==> config.mk <==
export PLATFORM = sky130hd
export DESIGN_NAME = fetch_mem_unit
export DESIGN_NICKNAME = d
export VERILOG_FILES = /design/src/rtl/proc_pkg.sv /design/src/rtl/fetch_mem_unit.sv
export SDC_FILE = /design/constraint.sdc
export NUM_CORES = 1
export LEC_CHECK = 0
export BUFFER_PORTS_ARGS = -buffer_cell sky130_fd_sc_hd__buf_2
export CAP_MARGIN = 20
export CORE_MARGIN = 2
export CORE_UTILIZATION = 40
export CTS_BUF_LIST = sky130_fd_sc_hd__clkbuf_2 sky130_fd_sc_hd__clkbuf_4 sky130_fd_sc_hd__clkbuf_8
export DETAILED_ROUTE_END_ITERATION = 8
export PLACE_DENSITY = 0.69
export SYNTH_ARGS = -nofsm -noshare
export SYNTH_HDL_FRONTEND = slang
export SYNTH_SLANG_ARGS = --single-unit
export TNS_END_PERCENT = 5
==> constraint.sdc <==
create_clock -name clk -period 5.1 [get_ports clk]
set_clock_uncertainty 0.05 [all_clocks]
set_input_delay 1.53 -clock clk [delete_from_list [all_inputs] [get_ports clk]]
set_output_delay 1.53 -clock clk [all_outputs]
set_load 0.01 [all_outputs]
==> src/rtl/proc_pkg.sv <==
// Shared definitions for the processor front end: memory command codes,
// fetch/memory FSM states and instruction-register field positions.
package proc_pkg;

  localparam logic [1:0] CMD_NONE  = 2'b00;
  localparam logic [1:0] CMD_FETCH = 2'b01;
  localparam logic [1:0] CMD_LOAD  = 2'b10;
  localparam logic [1:0] CMD_STORE = 2'b11;

  typedef enum logic [1:0] {
    ST_IDLE  = 2'd0,
    ST_REQ   = 2'd1,
    ST_DONE  = 2'd2,
    ST_ABORT = 2'd3
  } state_t;

  localparam int OPC_HI  = 15;
  localparam int OPC_LO  = 12;
  localparam int FUNC_HI = 8;
  localparam int FUNC_LO = 0;

endpackage

==> src/rtl/fetch_mem_unit.sv <==
// Memory command sequencer: runs one req/ack transfer per command, captures
// fetched instructions into ir and loaded data into mdr, aborts on timeout.
module fetch_mem_unit
  import proc_pkg::*;
#(
  parameter int ADDR_W  = 12,
  parameter int TIMEOUT = 255
) (
  input  logic              clk,
  input  logic              rst,
  input  logic [1:0]        cmd,
  input  logic [ADDR_W-1:0] adr,
  input  logic [15:0]       wdata,
  input  logic              err_clr,
  output logic              busy,
  output logic              done,
  output logic              err,
  output logic              err_flag,
  output logic [15:0]       ir,
  output logic [3:0]        opcode,
  output logic [8:0]        func,
  output logic [15:0]       mdr,
  output logic              mem_req,
  output logic              mem_we,
  output logic [ADDR_W-1:0] mem_addr,
  output logic [15:0]       mem_wdata,
  input  logic              mem_ack,
  input  logic [15:0]       mem_rdata
);

  localparam int CNT_W = (TIMEOUT > 2) ? $clog2(TIMEOUT) : 1;
  localparam logic [CNT_W-1:0] CNT_LAST = CNT_W'(TIMEOUT - 1);

  state_t            r_state;
  logic [1:0]        r_kind;
  logic [ADDR_W-1:0] r_addr;
  logic [15:0]       r_wdata;
  logic [CNT_W-1:0]  r_cnt;
  logic [15:0]       r_ir;
  logic [15:0]       r_mdr;
  logic              r_err_flag;

  logic w_in_req;
  logic w_timeout;

  assign w_in_req  = (r_state == ST_REQ);
  // An ack on the final allowed cycle still completes the transfer.
  assign w_timeout = w_in_req && !mem_ack && (r_cnt == CNT_LAST);

  always_ff @(posedge clk or negedge rst) begin
    if (!rst) begin
      r_state <= ST_IDLE;
      r_kind  <= CMD_NONE;
      r_addr  <= '0;
      r_wdata <= '0;
      r_cnt   <= '0;
      r_ir    <= '0;
      r_mdr   <= '0;
    end else begin
      case (r_state)
        ST_IDLE: begin
          if (cmd != CMD_NONE) begin
            r_kind  <= cmd;
            r_addr  <= adr;
            r_wdata <= wdata;
            r_cnt   <= '0;
            r_state <= ST_REQ;
          end
        end
        ST_REQ: begin
          if (mem_ack) begin
            if (r_kind == CMD_FETCH) r_ir  <= mem_rdata;
            if (r_kind == CMD_LOAD)  r_mdr <= mem_rdata;
            r_state <= ST_DONE;
          end else if (w_timeout) begin
            r_state <= ST_ABORT;
          end else begin
            r_cnt <= r_cnt + 1'b1;
          end
        end
        default: r_state <= ST_IDLE;
      endcase
    end
  end

  // Setting covers both the abort edge and the abort cycle, so a clear
  // request overlapping either one loses.
  always_ff @(posedge clk or negedge rst) begin
    if (!rst) begin
      r_err_flag <= 1'b0;
    end else if (w_timeout || (r_state == ST_ABORT)) begin
      r_err_flag <= 1'b1;
    end else if (err_clr) begin
      r_err_flag <= 1'b0;
    end
  end

  assign busy      = (r_state != ST_IDLE);
  assign done      = (r_state == ST_DONE);
  assign err       = (r_state == ST_ABORT);
  assign err_flag  = r_err_flag;
  assign mem_req   = w_in_req;
  assign mem_we    = w_in_req && (r_kind == CMD_STORE);
  assign mem_addr  = r_addr;
  assign mem_wdata = r_wdata;
  assign ir        = r_ir;
  assign opcode    = r_ir[OPC_HI:OPC_LO];
  assign func      = r_ir[FUNC_HI:FUNC_LO];
  assign mdr       = r_mdr;

endmodule

; ---- After elaboration in Yosys (flattened, before gate mapping)
; Index checks and enable logic that the tools add are counted.
[word_totals]
romBits = 0
n_memories = 0
input_bits = 50
latchBits = 0
elab_cells = 45
out_inout_bits = 79
reg_bits = 73
ram_bits = 0
[classes]
bitwise_logic = 0
magnitude_cmp = 0
mul = 0
mux = 10
addsub = 1
eq_ne = 11
reduce_logical = 15
div = 0
shift = 0
[op_table]
columns = op, count
row1 = 8-bit two-way mux, 3
row2 = 8-bit one-hot mux with 2 select lines, 1
row3 = 8-bit by 1-bit adder with 8-bit output (second input constant), 1
row4 = 2-bit == test (second input constant), 4
row5 = 8-bit == test (second input constant), 1
row6 = 2-bit nonzero test, 4
row7 = 2-bit two-way mux, 3
row8 = 2-bit != test (second input constant), 3
row9 = 3-bit AND reduction, 2
row10 = 2-bit by 1-bit == test with 1-bit output (second input constant), 2
row11 = 2-bit one-hot mux with 2 select lines, 1
row12 = 2-bit AND reduction, 2
row13 = 4-bit AND reduction, 1
row14 = 1-bit logical AND, 3
row15 = 3-bit by 2-bit != test with 1-bit output (second input constant), 1
row16 = 2-bit zero test, 1
row17 = 1-bit two-way mux, 2
row18 = 1-bit zero test, 1
row19 = 1-bit logical OR, 1

; ---- Depth between registers and ports, before layout
[depth]
depth_word = 6
mapped_depth = 6
mapped_depth_nobuf = 5

; ---- Worst setup path after synthesis
; Ideal clock, no wire load.
[synth_timing]
path_type = input -> register
startpoint = input mem_ack
endpoint = register r_cnt[7]
path_slack_ns = 2.388
path_buffers = 0
t_arrival_ns = 2.536
stages = 4
required_ns = 4.924
setup_time_ns = 0.126
path_cell_list = or3b_4 > a41oi_4 > nor2_2 > a221o_1
[synth_via]
elab_chain_cells = 5
word_cells_on_any_way = 6
classes_between = eq/ne (2) / reduce/logical (4)
[synth_lines]
columns = item, line_no
row1 = from (decl), fetch_mem_unit.sv:27  ; input logic mem_ack,
row2 = 1-bit zero test, fetch_mem_unit.sv:48  ; assign w_timeout = w_in_req && !mem_ack && (r_cnt == CNT_LAST);
row3 = 1-bit logical AND (2 in series), fetch_mem_unit.sv:48
row4 = 2-bit != test (no line), n/a
row5 = 4-bit AND reduction (no line) *, n/a
row6 = to (signal assigned), fetch_mem_unit.sv:78  ; r_cnt <= r_cnt + 1'b1;
row7 = to (decl), fetch_mem_unit.sv:38  ; logic [CNT_W-1:0] r_cnt;
; Every way passes the cells marked *; elsewhere a longest branch is shown, timed or not.
; A chain may end at the register's enable or synchronous reset.

; ---- Worst setup path in the final report
[layout_timing]
startpoint = register r_state[1]
endpoint = output mem_we
[layout_via]
elab_chain_cells = 2
[layout_lines]
columns = item, line_no
row1 = from (decl), fetch_mem_unit.sv:34  ; state_t r_state;
row2 = from (signal assigned), fetch_mem_unit.sv:52  ; r_state <= ST_IDLE;
row3 = from (signal assigned), fetch_mem_unit.sv:67  ; r_state <= ST_REQ;
row4 = from (signal assigned), fetch_mem_unit.sv:74  ; r_state <= ST_DONE;
row5 = 2-bit by 1-bit == test with 1-bit output, fetch_mem_unit.sv:46  ; assign w_in_req = (r_state == ST_REQ);
row6 = 1-bit logical AND, fetch_mem_unit.sv:103  ; assign mem_we = w_in_req && (r_kind == CMD_STORE);
row7 = to (decl), fetch_mem_unit.sv:24  ; output logic mem_we,
; No other way between the ends.

==> qor.txt <==
status -> finished, final reports clean
Top FF cell, synth -> dfrtp_1
kind of start point of the critical path -> register
R2R cell count -> 4
clock buffer depth -> 2
Peak Freq -> 332 MHz
Iteration-0 DRC Markers -> 86
Antenna diodes -> 0
final WL -> 5940 µm
Max Cap Viol -> 0
register area share after synthesis -> 60.1%
residual overflow from global routing -> 0
Initial Utilization -> 41.7%
Setup Fix Bufs, Post-CTS -> 0
Total GRT Usage -> 15.0%
final hold vios -> 0
largest cells by area after synthesis -> dfrtp_1, mux2_2, mux2_1
syn nets -> 264
WP data arrival -> 1.44 ns
Sequential cell area -> 1830 µm²
HPWL Detailed -> 4320 µm
critical path fanouts, max -> 6
Distinct cells, synth -> 42
port buffer count -> 128
vias in the first global route -> 2116
Slew Limit Fails -> 0
hold depth -> 1
min setup slack post-route -> 2.08 ns
count leader, synth -> dfrtp_1
layout cells sized above 1 -> 59.5%
CTS H-tree depth -> 3
critical path class -> register to primary output
CTS tree -> yes
worst setup path start -> r_state[1]$_DFFE_PN0P_
count of mapped cells out of synthesis -> 212
Leak -> 1.95 nW
pin count of the biggest net entering global routing -> 38
clk_lat worst skew -> 0.34 ns
DP Worst Slack -> 2.12 ns
DRC errors left -> 0
Placed Area -> 3680 µm²
initial antenna violation count -> 0
Worst Hold Launch -> mdr[6]$_DFFE_PN0P_
TNS Setup -> 0 ns
GPL Wtd Cong -> 0.796
clock sinks -> 73
setup violators final -> 0
mean number of vias per cell -> 4.80
core box area -> 7290 µm²
die area -> 8320 µm²
syn_area_per_cell -> 14.3 µm²
total CTS buffers -> 9
post-layout min period -> 3.02 ns
I/O pin total -> 129
Yosys reg bits -> 73
placed cells -> 421
FF-to-FF Start -> r_state[1]$_DFFE_PN0P_
relative slew slack -> 45.3%
via count -> 2099
Worst EP required -> 3.52 ns
CTS Root Cell -> clkbuf_8
DIE WIDTH -> 91.2 µm
row cnt -> 31
fin cells -> 437
RSZ-0062 raised after global routing -> false
Mapped Area -> 3040 µm²
Post-synth top cells -> dfrtp_1, mux2_2, buf_4
fin area -> 3880 µm²
Filler Cell Count -> 676
Ys Warns -> 0
Worst Tran Pin Value -> 0.821 ns
crit end category -> primary output
first-pass GRT wire length -> 9970 µm
fraction of registers with async set/reset -> 100%
post-DR wirelength/cell -> 13.6 µm
synthesis-to-layout area growth -> 27.5%
Nets -> 385
class of the tightest hold or removal check -> register to register
final antenna-violating net count -> 0
Min Hold Slack -> 0.435 ns
CTS Hold Bufs -> 0
Multi-input gate area -> 1060 µm²
Worst VDD drop -> 260 µV
pwr/cell area -> 625 nW/µm²
Yosys top cell area share -> 60.1%
die height -> 91.2 µm
post_cts resized -> 0
area leader, netlist -> dfrtp_1
crit share post-route -> 59.1%
Post-synth EDFFs -> 0
Initial DRT Pass Iterations -> 4
Worst-path clk slew -> 0.08 ns
-- area by class of cell --
class,instances,share of cell area [%]
clock inverter,7,1.81
sequential,73,47.1
timing repair buffer,130,16.9
clock buffer,9,3.19
inverter,4,0.387
tap,99,3.19
multi-input combinational,115,27.4
-- layer usage --
layer	share of wire, %	vias up	routed length, µm	track usage [%]
li1	-	983	-	-
met1	43	1033	2540	18.7
met2	49	72	2910	24.6
met3	6.0	11	358	3.24
met4	2.2	0	130	7.95
met5	0	-	0	0
-- critical path: stages, from the launching register on --
cell	delay, ns
dfrtp_1	0.43
nand2b_1	0.22
inv_2	0.14
and3_1	0.18
buf_2	0.13
-- stage by stage --
step                utilization [%]  power [mW]
global route                   53.2        2.59
detailed placement             50.5        2.01
floorplan                         -        1.66
CTS                            53.2        2.47
finish                         53.2        2.42
global placement               50.5        1.99
-- sequential cells by signal (all words and copies together) (netlist names) --
register and count:
err_flag 1, ir 16, r_state 2, r_cnt 8, mdr 16, r_kind 2, mem_wdata 16, mem_addr 12
-- power breakdown --
group	internal (mW)	switching [mW]	leakage (nW)
logic	0.505	0.480	0.961
clock network	0.226	0.217	0.0994
registers	0.847	0.149	0.885
total	1.58	0.845	1.95
-- cells by family after synthesis --
group / after synthesis / synth area share, %
flops: 73 / 60.1
mux: 61 / 22.5
simple gates: 33 / 6.42
buf+inv: 24 / 5.02
compound gates: 18 / 4.85
fa+ha+maj: 2 / 0.823
xor+xnor: 1 / 0.288
-- path summary, 6_finish.rpt --
| path | end | slack (ns) |
|---|---|---|
| max | mem_we | 2.08 |
| min | mdr[6]$_DFFE_PN0P_ | 0.44 |
| max reg2reg | mdr[0]$_DFFE_PN0P_ | 3.05 |
| min reg2reg | mdr[6]$_DFFE_PN0P_ | 0.44 |
| max in group asynchronous | mem_wdata[2]$_DFFE_PN0P_ | 2.79 |
| min in group asynchronous | mem_addr[6]$_DFFE_PN0P_ | 1.23 |
-- placed cells by master (no fill, tap or decap), drive strengths merged, types with 2 or more instances in the layout --
cell,count
mux2,60
dfrtp,73
clkinv,4
ha,2
a41oi,3
nand4,2
buf,130
nand2b,2
nor2,4
nand2,9
inv,5
a21o,2
o21ai,4
clkbuf,9
nand3,3
and3,3
a31oi,2
Power figures use the tool's default switching activity.
